File: config.mk
export PLATFORM = sky130hd
export DESIGN_NAME = phase_sequencer_flat
export DESIGN_NICKNAME = d
export VERILOG_FILES = /design/src/rtl/phase_sequencer_if.sv /design/src/rtl/phase_sequencer.sv /design/src/flat_wrapper.sv
export SDC_FILE = /design/constraint.sdc
export NUM_CORES = 1
export LEC_CHECK = 0
export ABC_AREA = 1
export ABC_CLOCK_PERIOD_IN_PS = 2370
export CAP_MARGIN = 0
export CORE_UTILIZATION = 35
export DETAILED_ROUTE_END_ITERATION = 8
export PLACE_DENSITY_LB_ADDON = 0.08
export SETUP_SLACK_MARGIN = 0.05
export SYNTH_ARGS = -nofsm -noshare
export SYNTH_HDL_FRONTEND = slang
export SYNTH_SLANG_ARGS = --single-unit
File: constraint.sdc
create_clock -name clk -period 2.37 [get_ports clk]
set_clock_uncertainty 0.2 [all_clocks]
set_input_delay 0.3555 -clock clk [delete_from_list [all_inputs] [get_ports clk]]
set_output_delay 0.3555 -clock clk [all_outputs]
set_load 0.05 [all_outputs]
File: src/rtl/phase_sequencer_if.sv
// Stage-control bundle between the phase sequencer and the LEGv8 datapath stages.
// The sequencer drives the enables and status; the datapath side drives start/halt/mem_ready.
interface phase_sequencer_if #(
  parameter int NUM_PHASES = 5,
  parameter int CNT_W      = 32
);
  logic                  start;
  logic                  halt_req;
  logic                  mem_ready;
  logic [NUM_PHASES-1:0] phase_en;
  logic                  instr_done;
  logic                  mem_stall;
  logic                  busy;
  logic                  done;
  logic                  wdt_error;
  logic [CNT_W-1:0]      retired;
  logic [CNT_W-1:0]      cycles;

  // Handshake: mem_ready is a level that is only looked at while the memory phase is
  // issuing or waiting; the cycle it is seen high completes the access (no separate valid).
  modport master (
    input  start, halt_req, mem_ready,
    output phase_en, instr_done, mem_stall, busy, done, wdt_error, retired, cycles
  );

  modport slave (
    output start, halt_req, mem_ready,
    input  phase_en, instr_done, mem_stall, busy, done, wdt_error, retired, cycles
  );
endinterface

File: src/rtl/phase_sequencer.sv
// One-hot phase-enable sequencer for the non-pipelined LEGv8 datapath, with memory wait,
// retire limit and halt. Optional memory-wait watchdog enabled by `define SEQ_WATCHDOG_EN.
module phase_sequencer #(
  parameter int NUM_PHASES = 5,
  parameter int MEM_PHASE  = 3,
  parameter int CNT_W      = 32,
  parameter int MAX_INSTR  = 0,
  parameter int WDT_CYCLES = 16
) (
  input  logic                clk,
  input  logic                reset,
  phase_sequencer_if.master   bus,
  output logic [1:0]          o_dbg_state
);

  typedef enum logic [1:0] {S_IDLE, S_RUN, S_WAIT, S_HALT} state_t;

  localparam int              PH_W        = $clog2(NUM_PHASES);
  localparam logic [PH_W-1:0] LAST_PH     = PH_W'(NUM_PHASES - 1);
  localparam logic [PH_W-1:0] MEM_PH      = PH_W'(MEM_PHASE);
  localparam logic [PH_W-1:0] MEM_NEXT    = PH_W'(MEM_PHASE + 1);
  localparam bit              MEM_IS_LAST = (MEM_PHASE == NUM_PHASES - 1);

  state_t           r_state;
  state_t           w_state_nxt;
  logic [PH_W-1:0]  r_ph;
  logic [PH_W-1:0]  w_ph_nxt;
  logic [CNT_W-1:0] r_retired;
  logic [CNT_W-1:0] r_cycles;
  logic [CNT_W-1:0] w_ret_inc;
  logic             w_boundary;
  logic             w_stop;
  logic             w_busy;
  logic             w_timeout;

  assign w_busy    = (r_state == S_RUN) || (r_state == S_WAIT);
  assign w_ret_inc = r_retired + 1'b1;
  // Halt request and the retire limit are only honoured at an instruction boundary.
  assign w_stop    = bus.halt_req || ((MAX_INSTR != 0) && (w_ret_inc == CNT_W'(MAX_INSTR)));

  always_comb begin
    w_state_nxt = r_state;
    w_ph_nxt    = r_ph;
    w_boundary  = 1'b0;
    case (r_state)
      S_IDLE: begin
        if (bus.start) begin
          w_state_nxt = S_RUN;
          w_ph_nxt    = '0;
        end
      end
      S_RUN: begin
        if ((r_ph == MEM_PH) && !bus.mem_ready) begin
          w_state_nxt = S_WAIT;
        end else if (r_ph == LAST_PH) begin
          w_boundary = 1'b1;
        end else begin
          w_ph_nxt = r_ph + 1'b1;
        end
      end
      S_WAIT: begin
        if (bus.mem_ready) begin
          if (MEM_IS_LAST) begin
            w_boundary = 1'b1;
          end else begin
            w_state_nxt = S_RUN;
            w_ph_nxt    = MEM_NEXT;
          end
        end else if (w_timeout) begin
          w_state_nxt = S_HALT;
        end
      end
      default: ;
    endcase
    if (w_boundary) begin
      w_ph_nxt    = '0;
      w_state_nxt = w_stop ? S_HALT : S_RUN;
    end
  end

  always_ff @(posedge clk) begin
    if (reset) begin
      r_state   <= S_IDLE;
      r_ph      <= '0;
      r_retired <= '0;
      r_cycles  <= '0;
    end else begin
      r_state <= w_state_nxt;
      r_ph    <= w_ph_nxt;
      if (w_boundary) r_retired <= w_ret_inc;
      if (w_busy && (r_cycles != '1)) r_cycles <= r_cycles + 1'b1;
    end
  end

`ifdef SEQ_WATCHDOG_EN
  localparam int WCNT_W = $clog2(WDT_CYCLES + 1);

  logic [WCNT_W-1:0] r_wcnt;
  logic              r_wdt;
  logic              w_wait_clr;

  assign w_wait_clr = (r_state == S_RUN) && (w_state_nxt == S_WAIT);
  // r_wcnt holds the number of completed wait cycles before the current one.
  assign w_timeout  = (r_state == S_WAIT) && !bus.mem_ready && (r_wcnt == WCNT_W'(WDT_CYCLES - 1));

  always_ff @(posedge clk) begin
    if (reset) begin
      r_wcnt <= '0;
      r_wdt  <= 1'b0;
    end else begin
      if (w_wait_clr) r_wcnt <= '0;
      else if ((r_state == S_WAIT) && (r_wcnt != '1)) r_wcnt <= r_wcnt + 1'b1;
      if (w_timeout) r_wdt <= 1'b1;
    end
  end

  assign bus.wdt_error = r_wdt;
`else
  assign w_timeout     = 1'b0;
  assign bus.wdt_error = 1'b0;
`endif

  assign bus.phase_en   = (r_state == S_RUN) ? (NUM_PHASES'(1) << r_ph) : '0;
  assign bus.instr_done = w_boundary;
  assign bus.mem_stall  = (r_state == S_WAIT);
  assign bus.busy       = w_busy;
  assign bus.done       = (r_state == S_HALT);
  assign bus.retired    = r_retired;
  assign bus.cycles     = r_cycles;
  assign o_dbg_state    = r_state;

endmodule

File: src/flat_wrapper.sv
// flat-port wrapper written by rule: the top's interface ports become plain ports
module phase_sequencer_flat 
#(
  parameter int NUM_PHASES = 5,
  parameter int MEM_PHASE  = 3,
  parameter int CNT_W      = 32,
  parameter int MAX_INSTR  = 0,
  parameter int WDT_CYCLES = 16
)
  (clk, reset, o_dbg_state, bus_start, bus_halt_req, bus_mem_ready, bus_phase_en, bus_instr_done, bus_mem_stall, bus_busy, bus_done, bus_wdt_error, bus_retired, bus_cycles);
  phase_sequencer_if #(.NUM_PHASES(NUM_PHASES), .CNT_W(CNT_W)) bus_i ();
  input  logic clk;
  input  logic reset;
  output logic [1:0] o_dbg_state;
  input wire logic [$bits(bus_i.start)-1:0] bus_start;
  input wire logic [$bits(bus_i.halt_req)-1:0] bus_halt_req;
  input wire logic [$bits(bus_i.mem_ready)-1:0] bus_mem_ready;
  output wire logic [$bits(bus_i.phase_en)-1:0] bus_phase_en;
  output wire logic [$bits(bus_i.instr_done)-1:0] bus_instr_done;
  output wire logic [$bits(bus_i.mem_stall)-1:0] bus_mem_stall;
  output wire logic [$bits(bus_i.busy)-1:0] bus_busy;
  output wire logic [$bits(bus_i.done)-1:0] bus_done;
  output wire logic [$bits(bus_i.wdt_error)-1:0] bus_wdt_error;
  output wire logic [$bits(bus_i.retired)-1:0] bus_retired;
  output wire logic [$bits(bus_i.cycles)-1:0] bus_cycles;
  assign bus_i.start = bus_start;
  assign bus_i.halt_req = bus_halt_req;
  assign bus_i.mem_ready = bus_mem_ready;
  assign bus_phase_en = bus_i.phase_en;
  assign bus_instr_done = bus_i.instr_done;
  assign bus_mem_stall = bus_i.mem_stall;
  assign bus_busy = bus_i.busy;
  assign bus_done = bus_i.done;
  assign bus_wdt_error = bus_i.wdt_error;
  assign bus_retired = bus_i.retired;
  assign bus_cycles = bus_i.cycles;
  phase_sequencer #(.NUM_PHASES(NUM_PHASES), .MEM_PHASE(MEM_PHASE), .CNT_W(CNT_W), .MAX_INSTR(MAX_INSTR), .WDT_CYCLES(WDT_CYCLES)) u_core (.clk(clk), .reset(reset), .bus(bus_i), .o_dbg_state(o_dbg_state));
endmodule
# After elaboration in Yosys (flattened, before gate mapping)
# Cells that the tools add are included.
# Widths: inputs -> output; s select.
# classes
reduce_logical,10
n_mux,15
addsub,3
shift,1
eq_ne,13
# op_table
op,n
$add 32x1->32 const B,2
$ne 32x32->1 const B,1
$mux 3,4
$mux 2,5
$ne 3x3->1 const B,3
$pmux 3 s3,1
$ne 2x2->1 const B,4
$pmux 2 s3,1
$mux 5,1
$reduce_and 5->1,1
$shl 1x3->5 const A,1
$eq 2x2->1 const B,2
$reduce_and 4->1,1
$reduce_bool 4->1,1
$add 3x1->3 const B,1
$eq 3x2->1 const B,1
$eq 3x3->1 const B,1
$mux 1,3
$reduce_bool 3->1,1
$eq 2x1->1 const B,1
$logic_and 1x1->1,2
$logic_not 2->1,1
$reduce_or 2->1,1
$logic_not 1->1,1
$logic_or 1x1->1,1
# totals
input_bits,5
register_bits,69
elab_cells,46
out_inout_bits,76

# Depth between registers and ports, before layout
# depth
depth_word,6
depth_mapped,11

# Worst setup path before layout
# No wires, ideal clock.
# synth_path
kind,register to register
from,"register u_core.r_state[1], in the netlist u_core.o_dbg_state[1]"
to,"register u_core.r_cycles[21], in the netlist u_core.bus.cycles[21]"
t_required_ns,2.053
stages_incl_launch_ff,10
arrival_time_ns,2.295
synth_period_minus_slack_ns,2.612
setup_time_ns,0.117
slack_ns,-0.242
n_path_buf,0
cell_sequence,dfxtp_1 > inv_1 > ha_1 > nand3_1 > nor2_1 > nand3_1 > nor2_1 > nand3_2 > nand2_1 > nor2_1
# synth_via
elab_chain_cells,3
# synth_lines
item,line,rtl
start: declaration,phase_sequencer.sv:24,state_t r_state;
start signal: assignment,phase_sequencer.sv:88,r_state <= w_state_nxt;
$eq 2x1->1 / $eq 2x2->1 (equally long branches),phase_sequencer.sv:36,assign w_busy = (r_state == S_RUN) || (r_state == S_WAIT);
$logic_or 1x1->1 (*),phase_sequencer.sv:36,
via bus_busy,flat_wrapper.sv:21,output wire logic [$bits(bus_i.busy)-1:0] bus_busy;
$logic_and 1x1->1 (*),phase_sequencer.sv:91,if (w_busy && (r_cycles != '1)) r_cycles <= r_cycles + 1'b1;
end signal: assignment,phase_sequencer.sv:91,
end: declaration,phase_sequencer.sv:29,logic [CNT_W-1:0] r_cycles;
# Mark *: on every way through the listed nets, which the timed path passes. The rest lies on a longest branch.
# A chain may end at the register's enable or synchronous reset.

# Final worst setup path
# layout_path
from,"register u_core.r_state[0], in the netlist u_core.o_dbg_state[0]"
to,output port bus_done
# layout_via
elab_chain_cells,1
# layout_lines
item,line,rtl
$eq 2x2->1,phase_sequencer.sv:127,assign bus.done = (r_state == S_HALT);
end: declaration,flat_wrapper.sv:22,output wire logic [$bits(bus_i.done)-1:0] bus_done;
# Every way passes these cells.

==> summary.md <==
| Metric | Value |
|---|---|
| Final setup fails | 0 |
| Post-synthesis sequential area ratio | 0.331 |
| Most frequent cell after synthesis | nand2_1 |
| Endpoint class of the critical path | primary output |
| Asr flop ratio synth | 0 |
| Post-route setup TNS | 0 ns |
| DRT Wirelength | about 11,000 µm |
| Cells after Synth | ~660 |
| Syn Nets | between 600 and 700 |
| Flop and latch count out of synthesis | slightly below 70 |
| Number of cells on the worst reg-to-reg path | 10 |
| Static leakage power | 2.15 nW |
| CP max stage cell | clkdlybuf4s50_1 |
| Worst Hold Class | register to register |
| DP HPWL | around 8500 µm |
| Share of cells above drive strength 1 | 0.0896 |
| Rows | 39 |
| Synth cell types | 35 |
| Worst path cell trace | ha_1 > clkdlybuf4s50_1 |
| Detailed router's first-iteration violation count | ~240 |
| Final hold vios | 0 |
| Core box area | about 0.012 mm² |
| DR pass1 iterations | 7 |
| Hold Path Depth | 2 |
| Clock latency on the worst-skew pair | between 0.3 and 0.4 ns |
| Clock Sinks | 69 |
| Initial antenna violation count | 0 |
| Largest stage delay, worst path | between 0.8 and 0.9 ns |
| Total CTS buffers | 9 |
| Syn. warnings | 0 |
| CTS root buffer | clkbuf_16 |
| DR vias | between 4,000 and 5,000 |
| Critical Path RT | 1.81 ns |
| PwrDens | about 640 mW/mm² |
| Area leader, netlist | dfxtp_1 |
| First-pass GRT wire length | about 19,000 µm |
| CP arrival | 1.71 ns |
| Die ar. | ~0.012 mm² |
| Max Clk Rate | roughly 440 MHz |
| Mean Syn Cell Area | between 6 and 7 µm² |
| Grt ovf | 0 |
| Port Buf Inserts | about 80 |
| Hold-fix buffers, CTS | 0 |
| WP buf/inv | 1 |
| Die H | approximately 110 µm |
| Crit Reg-Reg Endpoint | u_core.bus.cycles[31] |
| Synthesized area | ~0.0042 mm² |
| Vias/cell | 4.79 |
| Worst r2r src | u_core.o_dbg_state[0] |
| Largest delay contributor family on the critical path | buffers and inverters |
| R2R setup slack | approximately 0.2 ns |
| DRC viols | 9 |
| Vias in the first global route | slightly below 4,000 |
| Worst Tran Pin Value | 0.525 ns |
| H-tree levels | 3 |
| Startpoint Class | register |
| Hold_sp | u_core.o_dbg_state[0] |
| Failing checks | design-rule violations |
| Fillers | 1,181 |
| Worst Slack Setup Final | approximately 0.11 ns |
| Post-synth EDFFs | 0 |
| Final instance area | around 0.0055 mm² |
| Max Cap Violations | 0 |
| # nets final | about 760 |
| DP Worst Slack | 0.146 ns |
| Ant diodes | 0 |
| IR drop worst, VDD | 354 µV |
| Die width | 111 µm |
| Crit path depth | 2 |
| Main synth FF type | dfxtp_1 |
| Kind of critical path | register to primary output |
| Largest net degree at the start of global routing | 30 |
| Clock-pin slew on the worst setup and hold paths | around 0.05 ns |
| Synth cell count leaders | nand2_1, nor2_1, inv_1 |
| Starting Density | 0.362 |
| Yosys top cell area share | 0.331 |
| Placed inst area | slightly above 0.005 mm² |
| Tmin final | 2.26 ns |
| GRT Total Usage | 0.195 |
| Outcome | complete, but fails checks |
| Worst-path fanout max | 5 |
| Synthesis-to-layout area growth | 31.0% |
| Fin. max-slew vios | 0 |
| Max-slew headroom | 0.649 |
| CTS max path bufs | 2 |
| Fin crit share | 0.955 |
| Final Wtd Congestion | 0.845 |
| RSZ-0062 raised after global routing | true |
| Worst Hold End | u_core.o_dbg_state[0] |
| Num ports | between 80 and 90 |
| CTS tree | done |
| ANT nets after route | 0 |
| Synth area leaders | dfxtp_1, nand2_1, nor2_1 |
| Routed WL per cell | 12.9 µm |
## layout make-up
class                   instances  area (µm²)  share of cell area
clock inverters                 1        5.00            0.000916
inverters                      76         285              0.0522
well taps                     143         179              0.0328
flip-flops and latches         69        1380               0.253
clock buffers                  15         268              0.0490
repair buffers                 89         923               0.169
multi-input cells             498        2420               0.443
## what timing repair did
item | in CTS | in global routing
gates resized for setup | 1 | 5
setup endpoints to repair | 1 | 12
hold endpoints to repair | 0 | 0
setup buffers | 0 | 2
cloned | 0 | 1
pin swaps | 0 | 1
## state kept, by name, summed over array words and instances, names as in the netlist
name / count
u_core.bus.retired: 32
u_core.r_ph: 3
u_core.o_dbg_state: 2
u_core.bus.cycles: 32
## cell usage in the layout (no fill, tap or decap), types with 11 or more instances in the layout
| cell | netlist | layout |
|---|---|---|
| inv_1 | 72 | 72 |
| nor2_1 | 140 | 138 |
| nor3_1 | 11 | 11 |
| o21ai_0 | 16 | 16 |
| dfxtp_1 | 69 | 67 |
| clkdlybuf4s50_1 | 0 | 71 |
| nand4_1 | 17 | 17 |
| a21oi_1 | 44 | 44 |
| nand2_1 | 165 | 165 |
| nand3_1 | 53 | 53 |
## worst max-delay path by stage
stage | start | slack (ns) | endpoint
finish | u_core.o_dbg_state[0] | 0.11 | bus_done
global route | u_core.o_dbg_state[0] | 0.04 | u_core.bus.cycles[31]
CTS | u_core.o_dbg_state[1] | 0.08 | bus_instr_done
detailed placement | u_core.o_dbg_state[1] | 0.15 | u_core.bus.cycles[31]
global placement | u_core.o_dbg_state[1] | 0.23 | u_core.bus.cycles[31]
floorplan | u_core.o_dbg_state[1] | 0.08 | u_core.bus.cycles[21]
## metal layers
metal,vias to the layer above,part of all wire,track usage
met2,89,0.47,0.324
li1,2264,-,-
met1,1901,0.47,0.246
met4,0,0.014,0.0604
met3,15,0.045,0.0492
met5,-,0,0
## worst reg2reg max path, stage by stage, from the launching register on
cell and delay (ns):
dfxtp_2 0.36, inv_1 0.07, ha_2 0.40, nand3_1 0.11
nor2_2 0.23, nand2_1 0.08, nor2_1 0.26, nand3_1 0.17
nand2_1 0.09, nand2_1 0.05, nor2_1 0.10
## metrics by stage
step           hold slack (ns)  std cells  total power (W)   util
3_5_place_dp             0.286        872          0.00226  0.448
3_3_place_gp             0.283        872          0.00225  0.448
4_1_cts                  0.298        888          0.00354  0.471
6_report                 0.294        891          0.00351  0.474
2_1_floorplan            0.296        658          0.00191      -
5_1_grt                  0.321        891          0.00368  0.474
## kinds of logic (layout without fill, tap and decap cells)
kind of cell,after synthesis,in the layout,synth area share
and+or+nand+nor,415,415,0.448
buffers and inverters,91,181,0.0924
AOI/OAI and AO/OA,69,69,0.0900
DFF,69,69,0.331
adders and majority gates,11,11,0.0330
xor gates and xnor gates,2,2,0.00420
other,1,1,0.000899
## power by group
| group | internal (W) | leakage (nW) | switching (W) | total (W) |
|---|---|---|---|---|
| logic | 0.000351 | 1.46 | 0.000608 | 0.000960 |
| clock network | 0.000766 | 0.134 | 0.000505 | 0.00127 |
| registers | 0.00122 | 0.557 | 0.0000656 | 0.00128 |
Power figures use the tool's default switching activity.
